`config.mk`:
```
export PLATFORM = sky130hd
export DESIGN_NAME = jk_latch_driver
export DESIGN_NICKNAME = d
export VERILOG_FILES = /design/src/rtl/jk_pkg.sv /design/src/rtl/jk_excite.sv /design/src/rtl/jk_latch_driver.sv
export SDC_FILE = /design/constraint.sdc
export NUM_CORES = 1
export LEC_CHECK = 0
export ABC_AREA = 1
export CAP_MARGIN = 5
export CORE_MARGIN = 2
export CORE_UTILIZATION = 25
export CTS_CLUSTER_SIZE = 8
export DETAILED_ROUTE_END_ITERATION = 6
export PLACE_DENSITY_LB_ADDON = 0.15
export SLEW_MARGIN = 10
export SYNTH_ARGS = -nofsm -noshare
export SYNTH_HDL_FRONTEND = slang
export SYNTH_SLANG_ARGS = --single-unit
```
`constraint.sdc`:
```
create_clock -name clk -period 1.2 [get_ports clk]
set_clock_uncertainty 0.05 [all_clocks]
set_input_delay 0.24 -clock clk [delete_from_list [all_inputs] [get_ports clk]]
set_output_delay 0.24 -clock clk [all_outputs]
set_load 0.005 [all_outputs]
```
`src/rtl/jk_pkg.sv`:
```
// rtl/jk_pkg.sv - shared mode constants, FSM encoding and sizing helper for the JK latch driver
//
// Purpose : command-mode encodings, sequencer state type and a counter
//           width helper used by jk_excite and jk_latch_driver.
// Contents: JK_WRITE/JK_TOGGLE/JK_CLEAR/JK_SET, jk_state_e, jk_cnt_width().

package jk_pkg;

  localparam logic [1:0] JK_WRITE  = 2'b00;
  localparam logic [1:0] JK_TOGGLE = 2'b01;
  localparam logic [1:0] JK_CLEAR  = 2'b10;
  localparam logic [1:0] JK_SET    = 2'b11;

  typedef enum logic [2:0] {
    ST_IDLE  = 3'd0,
    ST_SETUP = 3'd1,
    ST_PULSE = 3'd2,
    ST_HOLD  = 3'd3,
    ST_CHECK = 3'd4
  } jk_state_e;

  // The phase counter only ever holds 0 .. max_cyc-1.
  function automatic int jk_cnt_width(input int max_cyc);
    if (max_cyc <= 2) begin
      return 1;
    end
    return $clog2(max_cyc);
  endfunction

endpackage

```
`src/rtl/jk_excite.sv`:
```
// rtl/jk_excite.sv - combinational JK excitation encoder for one W-bit word
//
// Purpose : turns a command (mode, data) and the current latch state into
//           per-bit J/K drive and the state the latches will hold afterwards.
// Ports   : mode_i        command mode (jk_pkg JK_* constants)
//           data_i        target word (write) or toggle mask (toggle)
//           shadow_i      current modelled latch state
//           j_o, k_o      J/K drive values
//           next_shadow_o latch state after the enable pulse

module jk_excite
  import jk_pkg::*;
#(
  parameter int W = 8
) (
  input  logic [1:0]   mode_i,
  input  logic [W-1:0] data_i,
  input  logic [W-1:0] shadow_i,
  output logic [W-1:0] j_o,
  output logic [W-1:0] k_o,
  output logic [W-1:0] next_shadow_o
);

  always_comb begin
    j_o           = '0;
    k_o           = '0;
    next_shadow_o = shadow_i;
    case (mode_i)
      JK_WRITE: begin
        // Set only the bits that must rise, reset only those that must fall;
        // unchanged bits get J=K=0 so they hold.
        j_o           = ~shadow_i & data_i;
        k_o           = shadow_i & ~data_i;
        next_shadow_o = data_i;
      end
      JK_TOGGLE: begin
        j_o           = data_i;
        k_o           = data_i;
        next_shadow_o = shadow_i ^ data_i;
      end
      JK_CLEAR: begin
        j_o           = '0;
        k_o           = '1;
        next_shadow_o = '0;
      end
      JK_SET: begin
        j_o           = '1;
        k_o           = '0;
        next_shadow_o = '1;
      end
      default: begin
        j_o           = '0;
        k_o           = '0;
        next_shadow_o = shadow_i;
      end
    endcase
  end

endmodule

```
`src/rtl/jk_latch_driver.sv`:
```
// rtl/jk_latch_driver.sv - valid/ready sequencer driving J/K/E of a level-sensitive JK latch bank
//
// Purpose : accepts one command at a time, drives J/K for the whole
//           setup/pulse/hold window, pulses E, updates a shadow copy of the
//           latch state and compares it with the latch readback.
// Ports   : clk, rst_n            clock, async active-low reset
//           req_valid/req_ready   command handshake
//           req_mode, req_data    command mode and operand
//           j, k, e               latch bank drive (all flop outputs)
//           q_rb                  synchronised latch Q readback
//           shadow_q              modelled latch state
//           done                  one-cycle completion pulse
//           mismatch              sticky readback-mismatch flag

module jk_latch_driver
  import jk_pkg::*;
#(
  parameter int W         = 8,
  parameter int SETUP_CYC = 1,
  parameter int PULSE_CYC = 1,
  parameter int HOLD_CYC  = 1
) (
  input  logic         clk,
  input  logic         rst_n,
  input  logic         req_valid,
  output logic         req_ready,
  input  logic [1:0]   req_mode,
  input  logic [W-1:0] req_data,
  output logic [W-1:0] j,
  output logic [W-1:0] k,
  output logic         e,
  input  logic [W-1:0] q_rb,
  output logic [W-1:0] shadow_q,
  output logic         done,
  output logic         mismatch
);

  localparam int MAX_CYC_A = (SETUP_CYC > PULSE_CYC) ? SETUP_CYC : PULSE_CYC;
  localparam int MAX_CYC   = (MAX_CYC_A > HOLD_CYC) ? MAX_CYC_A : HOLD_CYC;
  localparam int CW        = jk_cnt_width(MAX_CYC);

  localparam logic [CW-1:0] SETUP_LAST = CW'(SETUP_CYC - 1);
  localparam logic [CW-1:0] PULSE_LAST = CW'(PULSE_CYC - 1);
  localparam logic [CW-1:0] HOLD_LAST  = CW'(HOLD_CYC - 1);

  jk_state_e      state_q, state_d;
  logic [CW-1:0]  cnt_q, cnt_d;
  logic [W-1:0]   j_q, j_d;
  logic [W-1:0]   k_q, k_d;
  logic [W-1:0]   shadow_d;
  logic [W-1:0]   next_shadow_q, next_shadow_d;
  logic           e_q, e_d;
  logic           done_q, done_d;
  logic           mismatch_q, mismatch_d;
  logic           ready_q, ready_d;

  logic [W-1:0]   exc_j;
  logic [W-1:0]   exc_k;
  logic [W-1:0]   exc_next;

  jk_excite #(.W(W)) u_excite (
    .mode_i        (req_mode),
    .data_i        (req_data),
    .shadow_i      (shadow_q),
    .j_o           (exc_j),
    .k_o           (exc_k),
    .next_shadow_o (exc_next)
  );

  always_comb begin
    state_d       = state_q;
    cnt_d         = cnt_q;
    j_d           = j_q;
    k_d           = k_q;
    shadow_d      = shadow_q;
    next_shadow_d = next_shadow_q;
    mismatch_d    = mismatch_q;

    case (state_q)
      ST_IDLE: begin
        if (req_valid) begin
          j_d           = exc_j;
          k_d           = exc_k;
          next_shadow_d = exc_next;
          mismatch_d    = 1'b0;
          cnt_d         = '0;
          state_d       = ST_SETUP;
        end
      end
      ST_SETUP: begin
        if (cnt_q == SETUP_LAST) begin
          cnt_d   = '0;
          state_d = ST_PULSE;
        end else begin
          cnt_d = cnt_q + CW'(1);
        end
      end
      ST_PULSE: begin
        if (cnt_q == PULSE_LAST) begin
          cnt_d   = '0;
          state_d = ST_HOLD;
        end else begin
          cnt_d = cnt_q + CW'(1);
        end
      end
      ST_HOLD: begin
        if (cnt_q == HOLD_LAST) begin
          // Shadow follows the command, not the readback.
          cnt_d    = '0;
          shadow_d = next_shadow_q;
          state_d  = ST_CHECK;
        end else begin
          cnt_d = cnt_q + CW'(1);
        end
      end
      ST_CHECK: begin
        if (q_rb != shadow_q) begin
          mismatch_d = 1'b1;
        end
        j_d     = '0;
        k_d     = '0;
        state_d = ST_IDLE;
      end
      default: begin
        state_d = ST_IDLE;
      end
    endcase

    // Flop outputs are decoded from the next state so they line up with it.
    e_d     = (state_d == ST_PULSE);
    done_d  = (state_d == ST_CHECK);
    ready_d = (state_d == ST_IDLE);
  end

  always_ff @(posedge clk or negedge rst_n) begin
    if (!rst_n) begin
      state_q       <= ST_IDLE;
      cnt_q         <= '0;
      j_q           <= '0;
      k_q           <= '0;
      shadow_q      <= '0;
      next_shadow_q <= '0;
      e_q           <= 1'b0;
      done_q        <= 1'b0;
      mismatch_q    <= 1'b0;
      ready_q       <= 1'b1;
    end else begin
      state_q       <= state_d;
      cnt_q         <= cnt_d;
      j_q           <= j_d;
      k_q           <= k_d;
      shadow_q      <= shadow_d;
      next_shadow_q <= next_shadow_d;
      e_q           <= e_d;
      done_q        <= done_d;
      mismatch_q    <= mismatch_d;
      ready_q       <= ready_d;
    end
  end

  assign req_ready = ready_q;
  assign j         = j_q;
  assign k         = k_q;
  assign e         = e_q;
  assign done      = done_q;
  assign mismatch  = mismatch_q;

endmodule

```
==> flow_metrics.tcl <==
set metrics [dict create \
    core_mm2 0.008636 \
    synthMuxAreaShare_pct 0 \
    via_per_inst 4.392 \
    rows 34 \
    cp.arrival_ps 1440 \
    grt_pass1_vias 2128 \
    wire_per_inst_um 14.34 \
    layout_commonest_cell "nand2_1" \
    p_sw_mw 2.757 \
    ys_ff_latch 39 \
    power_density_mw_per_mm2 2094 \
    synth_compound_area_share_pct 14.97 \
    diodes 0 \
    grt_util_all_layers_pct 14.20 \
    start_kind "register" \
    syn_inst 262 \
    drtAntennaViolNets 0 \
    synth_fa_ha_area_share_pct 9.075 \
    slew_headroom_pct 81.17 \
    p_comb_share_pct 54.3 \
    initial_utilization_pct 25.54 \
    report.final.slew_viol_count 0 \
    nFillCells 870 \
    syn_nets 299 \
    fp.dieH_um 97.94 \
    path_class "reg2reg" \
    worstRegToRegCells 6 \
    worst_slew_pin_slew_ps 280.1 \
    vias 2161 \
    hold_violations 0 \
    pwr-share-clk_pct 16.9 \
    cts-root-buf "clkbuf_8" \
    h-tree-depth 2 \
    hp-class "in2async" \
    crit_fanout 8 \
    yosysWarnings 0 \
    ys_seq_area_share_pct 44.30 \
    tritoncts "yes" \
    place_inst 455 \
    drc 0 \
    final_cell_mix "nand2_1 (65), buf_4 (55), dfrtp_1 (37)" \
    synth_top_family_by_area "simple AND/OR/NAND/NOR gates" \
    setup_ws_ps -110.8 \
    final_util_pct 42.89 \
    synthXorXnorAreaFrac_pct 2.326 \
    power.total_mw 7.757 \
    grt_max_degree 21 \
    irDropWorstVdd_v 0.0006435 \
    clk_path_buf_depth 2 \
    violations "negative setup slack" \
    drtPass1Iterations 4 \
    die_w_um 97.94 \
    rsz0062_at_grt "true" \
    grt_pass1_wl_mm 10.92 \
    seq_area_um2 978.4 \
    area_growth_pct 67.90 \
    netSwitchingFraction_pct 35.55 \
    gp_congestion 0.7679 \
    multiInputGateArea_mm2 0.001219 \
    syn_area_per_cell_um2 8.419 \
    p_seq_share_pct 28.8 \
    die-area_mm2 0.009591 \
    nets 420 \
    clock.fmax_mhz 762.9 \
    synthesis.area_mm2 0.002206 \
    dp_hpwl_mm 4.713 \
    clock_sinks 39 \
    end_kind "register" \
    required_ps 1330 \
    ys_types 25 \
    drive_gt1_share_pct 42.71 \
    io_buffers 48 \
    insertion_delay_ps 290 \
    drtIter0Drc 65 \
    synthSimpleGateAreaFrac_pct 21.16 \
    setup_viol 31 \
    overflow 0 \
    fin_crit_ps 1311 \
    numCtsBuffers 5 \
    finalCritPeriodShare_pct 109.2 \
    internal_power_mw 4.999 \
    cap_violations 0 \
    status "finished with violations" \
    routed_wl_mm 7.056 \
    power.leakage_nw 1.860 \
    clk_pin_slew_ps 80 \
    ioPinCount 49 \
    antenna_found_initial 0 \
    final_cells 492 \
]
==> routing by layer <==
| layer | GRT usage [%] | vias up | wire length [um] |
|---|---|---|---|
| li1 | - | 1098 | - |
| met1 | 19.63 | 1020 | 3297 |
| met2 | 23.39 | 38 | 3412 |
| met3 | 2.362 | 5 | 280 |
| met4 | 3.205 | 0 | 65 |
| met5 | 0 | - | 0 |
==> layout make-up <==
class,instances,area share [%]
multi-input cells,185,32.91
repair buffers,125,30.37
flip-flops and latches,39,26.42
well taps,108,3.649
inverters,27,3.074
clock buffers,6,1.959
clock inverters,2,1.622
==> critical path: stages (launching register included) <==
cell	delay (ps)
dfrtp_1	420
buf_6	140
inv_4	40
nor3_4	170
buf_6	160
clkbuf_16	170
o21ai_2	50
==> kinds of logic after synthesis <==
| kind of cell | Yosys count |
|---|---|
| xor gates and xnor gates | 5 |
| DFF | 39 |
| AOI/OAI and AO/OA | 56 |
| and+or+nand+nor | 108 |
| buffers and inverters | 38 |
| adders and majority gates | 16 |
==> through the flow <==
stage          worst slack [ps]  cell area [um2]  hold slack, ps  TNS, ps
2_1_floorplan             1.981             2206          -105.6        0
3_3_place_gp             -408.8             3148           80.04    -8986
3_5_place_dp             -398.6             3148           80.69    -9010
4_1_cts                  -91.09             3565           292.1    -1663
5_1_grt                  -165.7             3704           305.1    -3698
6_report                 -110.8             3704           293.5    -1806
==> worst paths after layout <==
check	slack, ps	start	end
worst max-delay path	-110	state_q[0]$_DFF_PN0_	shadow_q[1]$_DFFE_PN0N_
worst min-delay path	290	rst_n	done$_DFF_PN0_
worst max register to register	-110	state_q[0]$_DFF_PN0_	shadow_q[1]$_DFFE_PN0N_
worst min register to register	440	next_shadow_q[5]$_DFFE_PN0P_	next_shadow_q[5]$_DFFE_PN0P_
max in group asynchronous	370	rst_n	shadow_q[3]$_DFFE_PN0N_
min in group clk	360	req_data[5]	k[5]$_DFFE_PN0P_
==> power by group through the flow <==
| stage | sequential [mW] | combinational (mW) | clock [mW] |
|---|---|---|---|
| 6_report | 2.23 | 4.21 | 1.31 |
| 5_1_grt | 2.30 | 4.64 | 1.38 |
| 4_1_cts | 2.24 | 3.76 | 1.35 |
| 3_5_place_dp | 2.31 | 3.20 | 0 |
| 3_3_place_gp | 2.31 | 3.16 | 0 |
| 2_1_floorplan | 2.27 | 1.47 | 0 |
==> timing repair <==
item                       CTS  global route
gates resized for setup     97            54
hold buffers                 1             0
hold endpoints to repair     7             0
setup buffers               19             9
setup endpoints to repair   62            55
pin swaps                   20            25
gates cloned                 1             2
==> synth_stat cells (all sizes together) <==
cell     n  area, um2
a21oi   15      75.07
buf     11      78.82
dfrtp   38      950.9
dfstp    1      26.28
ha      16      200.2
inv     27      101.3
nand2   75      289.0
nand3   18      95.09
nor2    11      51.30
nor3     4      31.28
o211ai   7      52.55
o21ai   33      195.2
o31ai    1      7.510
xnor2    4      35.03
xor2     1      16.27
==> flip-flops by register name, indices dropped and copies added (netlist names) <==
register	cells
done	1
req_ready	1
next_shadow_q	8
state_q	3
mismatch	1
j	8
k	8
shadow_q	8
e	1
Power figures use the tool's default switching activity.
